File: src/rtl/data_stream_demultiplexer.sv
// De-interleaves a word stream carrying 1..3 streams per symbol frame into
// registered ds1..ds3, flagging short frames and surplus words.
module data_stream_demultiplexer #(
    parameter int unsigned clk_f        = 100_000_000,
    parameter int unsigned symbol_clk_f = 1_000_000,
    parameter int unsigned ds_width     = 4
) (
    input  logic                clk,
    input  logic                rst,
    input  logic                symbol_clk,
    input  logic [1:0]          mode,
    input  logic                in_valid,
    input  logic [ds_width-1:0] multiplexed_data,
    output logic [ds_width-1:0] ds1,
    output logic [ds_width-1:0] ds2,
    output logic [ds_width-1:0] ds3,
    output logic                out_valid,
    output logic                frame_error,
    output logic                overflow
);

    localparam int unsigned clk_per_symbol = clk_f / symbol_clk_f;

    generate
        if (clk_per_symbol < 8) begin : g_ratio_check
            $error("data_stream_demultiplexer: clk_f/symbol_clk_f must be >= 8");
        end
    endgenerate

    typedef enum logic [1:0] {
        IDLE    = 2'd0,
        COLLECT = 2'd1,
        HOLD    = 2'd2
    } state_t;

    // ------------------------------------------------------------------
    // Frame marker synchroniser and edge detector
    // ------------------------------------------------------------------
    logic sync1_reg;
    logic sync2_reg;
    logic hist_reg;
    logic fill1_reg;
    logic fill2_reg;
    logic armed_reg;
    logic frame_start;

    // armed only after a genuine low has been seen, so a marker that is
    // already high when reset releases does not open a frame
    always_ff @(posedge clk or posedge rst) begin
        if (rst) begin
            sync1_reg <= 1'b0;
            sync2_reg <= 1'b0;
            hist_reg  <= 1'b0;
            fill1_reg <= 1'b0;
            fill2_reg <= 1'b0;
            armed_reg <= 1'b0;
        end else begin
            sync1_reg <= symbol_clk;
            sync2_reg <= sync1_reg;
            hist_reg  <= sync2_reg;
            fill1_reg <= 1'b1;
            fill2_reg <= fill1_reg;
            if (fill2_reg && !sync2_reg) begin
                armed_reg <= 1'b1;
            end
        end
    end

    assign frame_start = sync2_reg & ~hist_reg & armed_reg;

    // ------------------------------------------------------------------
    // Control state
    // ------------------------------------------------------------------
    state_t              state_reg;
    state_t              state_next;
    logic [1:0]          idx_reg;
    logic [1:0]          idx_next;
    logic [1:0]          active_n_reg;
    logic [1:0]          eff_n;
    logic [1:0]          base_idx;
    logic                collecting;
    logic                accept;
    logic                done;
    logic                error_next;
    logic                overflow_next;
    logic                commit_reg;
    logic [1:0]          commit_n_reg;
    logic                out_valid_reg;
    logic                frame_error_reg;
    logic                overflow_reg;

    // A frame_start in the same cycle as a word re-targets that word to
    // slot 0 of the new frame, counted against the newly sampled mode.
    always_comb begin
        state_next = state_reg;
        idx_next   = idx_reg;
        eff_n      = active_n_reg;
        base_idx   = idx_reg;
        collecting = (state_reg == COLLECT);
        if (frame_start) begin
            eff_n      = mode;
            base_idx   = 2'd0;
            collecting = (mode != 2'd0);
            idx_next   = 2'd0;
            state_next = (mode == 2'd0) ? IDLE : COLLECT;
        end
        accept = in_valid && collecting;
        done   = accept && ((base_idx + 2'd1) == eff_n);
        if (done) begin
            state_next = HOLD;
        end else if (accept) begin
            idx_next = base_idx + 2'd1;
        end
        error_next    = frame_start && (state_reg == COLLECT);
        overflow_next = in_valid && !frame_start && (state_reg == HOLD);
    end

    always_ff @(posedge clk or posedge rst) begin
        if (rst) begin
            state_reg       <= IDLE;
            idx_reg         <= 2'd0;
            active_n_reg    <= 2'd0;
            commit_reg      <= 1'b0;
            commit_n_reg    <= 2'd0;
            out_valid_reg   <= 1'b0;
            frame_error_reg <= 1'b0;
            overflow_reg    <= 1'b0;
        end else begin
            state_reg       <= state_next;
            idx_reg         <= idx_next;
            if (frame_start) begin
                active_n_reg <= mode;
            end
            commit_reg      <= done;
            if (done) begin
                commit_n_reg <= eff_n;
            end
            out_valid_reg   <= commit_reg;
            frame_error_reg <= error_next;
            overflow_reg    <= overflow_next;
        end
    end

    // ------------------------------------------------------------------
    // Shadow slots and published stream words
    // ------------------------------------------------------------------
    logic [ds_width-1:0]       shadow_reg [3];
    logic [ds_width-1:0]       ds_reg     [3];
    logic [2:0]                slot_load;
    logic [2:0][ds_width-1:0]  pub_val;

    genvar gi;
    generate
        for (gi = 0; gi < 3; gi++) begin : g_slot
            assign slot_load[gi] = accept && (base_idx == 2'(gi));
            // slots beyond the frame's stream count publish as zero
            assign pub_val[gi]   = (2'(gi) < commit_n_reg) ? shadow_reg[gi] : '0;
        end
    endgenerate

    always_ff @(posedge clk or posedge rst) begin
        if (rst) begin
            for (int i = 0; i < 3; i++) begin
                shadow_reg[i] <= '0;
                ds_reg[i]     <= '0;
            end
        end else begin
            for (int i = 0; i < 3; i++) begin
                if (slot_load[i]) begin
                    shadow_reg[i] <= multiplexed_data;
                end
                if (commit_reg) begin
                    ds_reg[i] <= pub_val[i];
                end
            end
        end
    end

    assign ds1         = ds_reg[0];
    assign ds2         = ds_reg[1];
    assign ds3         = ds_reg[2];
    assign out_valid   = out_valid_reg;
    assign frame_error = frame_error_reg;
    assign overflow    = overflow_reg;

endmodule

File: config.mk
export PLATFORM = sky130hd
export DESIGN_NAME = data_stream_demultiplexer
export DESIGN_NICKNAME = d
export VERILOG_FILES = /design/src/rtl/data_stream_demultiplexer.sv
export SDC_FILE = /design/constraint.sdc
export NUM_CORES = 1
export LEC_CHECK = 0
export CAP_MARGIN = 15
export CORE_MARGIN = 1.5
export CORE_UTILIZATION = 30
export DETAILED_ROUTE_END_ITERATION = 10
export PLACE_DENSITY = 0.57
export SLEW_MARGIN = 15
export SYNTH_ARGS = -nofsm -noshare
export SYNTH_HDL_FRONTEND = slang
export SYNTH_SLANG_ARGS = --single-unit
File: constraint.sdc
create_clock -name clk -period 5.8 [get_ports clk]
set_input_delay 0.87 -clock clk [delete_from_list [all_inputs] [get_ports clk]]
set_output_delay 0.87 -clock clk [all_outputs]
set_load 0.05 [all_outputs]
==> impl_results.md <==
* Port Buffers at 24
* Crit path DAT at 1.46 ns
* Clk buf depth at 2
* Top-count cell post-synth: dfrtp_1
* Syn_area_per_cell at 12.1 µm²
* Required @ worst endpoint at 4.93 ns
* Crit path max fanout at 2
* Maximum vdd drop at 0.179 mV
* Die H at 80.6 µm
* Flop2flop setup slack at 3.62 ns
* Setup Crit Path Kind: flop to output port
* Warning count from the yosys run at 0
* LEAKAGE at 1.04 nW
* Worst-Skew Late Latency at 0.30 ns
* Die width at 80.6 µm
* Hold crit path type: flop to flop
* Starting Density at 30.8%
* Initial antenna violation count at 0
* Start of the worst register-to-register path: sync2_reg
* Reg2reg end: commit_n_reg[0]
* Synthesized Nets at 162
* DRT Pass-1 Iters at 3
* Crit start category: flop
* Worst r2r path cells at 7
* GR Util met2 at 17.8%
* Final worst slack at 3.47 ns
* Grt met1 use at 14.4%
* Worst hold slack at 0.355 ns
* Fin crit period at 2.33 ns
* GRT Resource Usage Total at 11.2%
* Top_reg_cell synth: dfrtp_1
* Post-synth top area share at 58.3%
* Crit-path slowest cell: clkdlybuf4s50_1
* Clk root buf: clkbuf_8
* Met3 Use GR at 3.07%
* MaxCap Viol Count at 0
* Hold depth at 0
* Synth top cells by count: dfrtp_1, inv_1, nand2_1
* Post-synthesis register bit count at 42
* Cell Area, Placed at 2130 µm²
* Period utilization at 40.2%
* Min-delay src: fill1_reg
* Largest area contributor in the netlist: dfrtp_1
* Hold Vio Cnt, Final at 0
* Core area at 5850 µm²
* Distinct cells, synth at 34
* Total chip power at 1.12 mW
* Place WS at 3.23 ns
* First-pass GRT wire length at 5440 µm
* Post-DP HPWL at 2190 µm
* Vias post-DR at 1123
* Max-slew headroom at 54.4%
* Post-CTS Hold Buffers at 0
* Post-route cell area at 2230 µm²
* Setup Viol. Count Final at 0
* FF+latch area at 1050 µm²
* PD cells at 502 nW/µm²
* Post-route DRC at 0
* Fmax achieved at 0.429 GHz
* RSZ-0062 raised after global routing: no
* DR vias/cell at 4.42
* Clk slew on worst S/H paths at 0.09 ns
* Max stage delay on crit path at 0.80 ns
* Area grow syn2layout at 23.5%
* CP Cell Sequence: clkdlybuf4s50_1
* Setup crit end kind: output port
* Ys async rst share at 100%
* Worst clock skew at 0.0124 ns
* Placed Cells at 246
* GR peak layer: met2
* WL final at 3140 µm
* ANT nets after route at 0
* Non-filler cells, final at 254
* Cell count after synthesis at 149
* CTS buffer count at 5
* Hold Path Sink: fill2_reg
* Worst Max-Slew Pin Slew at 0.683 ns
* Max reg flops at 12
* Status: completed
* H-tree levels at 2
* CP bufs+invs at 1
* # diodes at 0
* Critical path's top delay family: buffers and inverters
* Final Max Tran Viols at 0
* Post-CTS setup buffers at 0
* Post-synth EDFFs at 0
* Fin nets at 191
* Vias in the first global route at 1124
* Layout cells sized above 1 at 19.0%
* IO Pins at 25
* Final core occ at 38.1%
* CTS Sinks at 42
* Fillers at 577
* Critical path launch point: ds1[2]
* Row count at 28
* Total grt overflow at 0
* Mapped Area at 1800 µm²
* CTS tree: yes
* Largest net degree at the start of global routing at 43
* Post-CTS Resized at 0
* GP Congestion at 0.770
* Seq/Total Area, Yosys at 58.3%
* Routed length per instance at 12.4 µm
* DIE AREA at 6490 µm²
* Area of the multi-input gates at 678 µm²
* Sum Neg Setup Slack at 0 ns
* Iter 0 DRT Violations at 77
* Synth area leaders: dfrtp_1, mux2_4, inv_1
report_power, final:
part	switching (mW)	internal, mW	leakage, nW	total (mW)
combinational	0.255	0.206	0.471	0.461
sequential	0.0698	0.393	0.522	0.463
clock	0.108	0.0868	0.0447	0.195
cell usage in the layout (no fill, tap or decap), types with 2 or more instances in the layout:
cell type / Yosys / routed
dfrtp_1: 42 / 42
clkdlybuf4s50_1: 0 / 24
inv_1: 17 / 17
nand2_1: 17 / 17
mux2_4: 13 / 13
o22ai_1: 8 / 8
nor2_1: 7 / 7
o21ai_0: 7 / 7
nand3_1: 5 / 5
clkbuf_8: 0 / 5
nand2_4: 3 / 3
ha_1: 3 / 3
a21o_2: 2 / 2
worst max path at each step:
stage	slack, ns	to	cells past startpoint
final	3.47	ds1[2]	1
after global placement	3.30	commit_n_reg[0]	6
after global routing	3.41	ds2[2]	1
after CTS	3.45	ds3[1]	1
after floorplan	3.85	commit_n_reg[0]	7
after detailed placement	3.23	commit_n_reg[0]	6
layer usage:
metal,vias up,wire [µm],share of wire [%]
li1,562,-,-
met1,540,1490,47
met2,16,1500,48
met3,5,93,3.0
met4,0,66,2.1
met5,-,0,0
final cells by class:
type / count / share of cell area, %
clock buffers: 5 / 3.09
inverters: 17 / 2.86
multi-input cells: 87 / 30.4
repair buffers: 25 / 11.1
flip-flops and latches: 42 / 47.2
well taps: 75 / 4.21
clock inverters: 3 / 1.12
cell families (layout without fill, tap and decap cells):
logic type / after synthesis / count (layout) / synth area share, %
AND/OR/NAND/NOR: 43 / 43 / 13.3
flip-flops: 42 / 42 / 58.3
AO/OA/AOI/OAI: 25 / 25 / 9.78
buffers and inverters: 20 / 50 / 4.16
multiplexers: 13 / 13 / 10.8
adder cells (fa/ha/maj): 3 / 3 / 2.08
XOR/XNOR: 2 / 2 / 1.39
other: 1 / 1 / 0.208
Note: power is estimated with default switching activity, not from simulation.
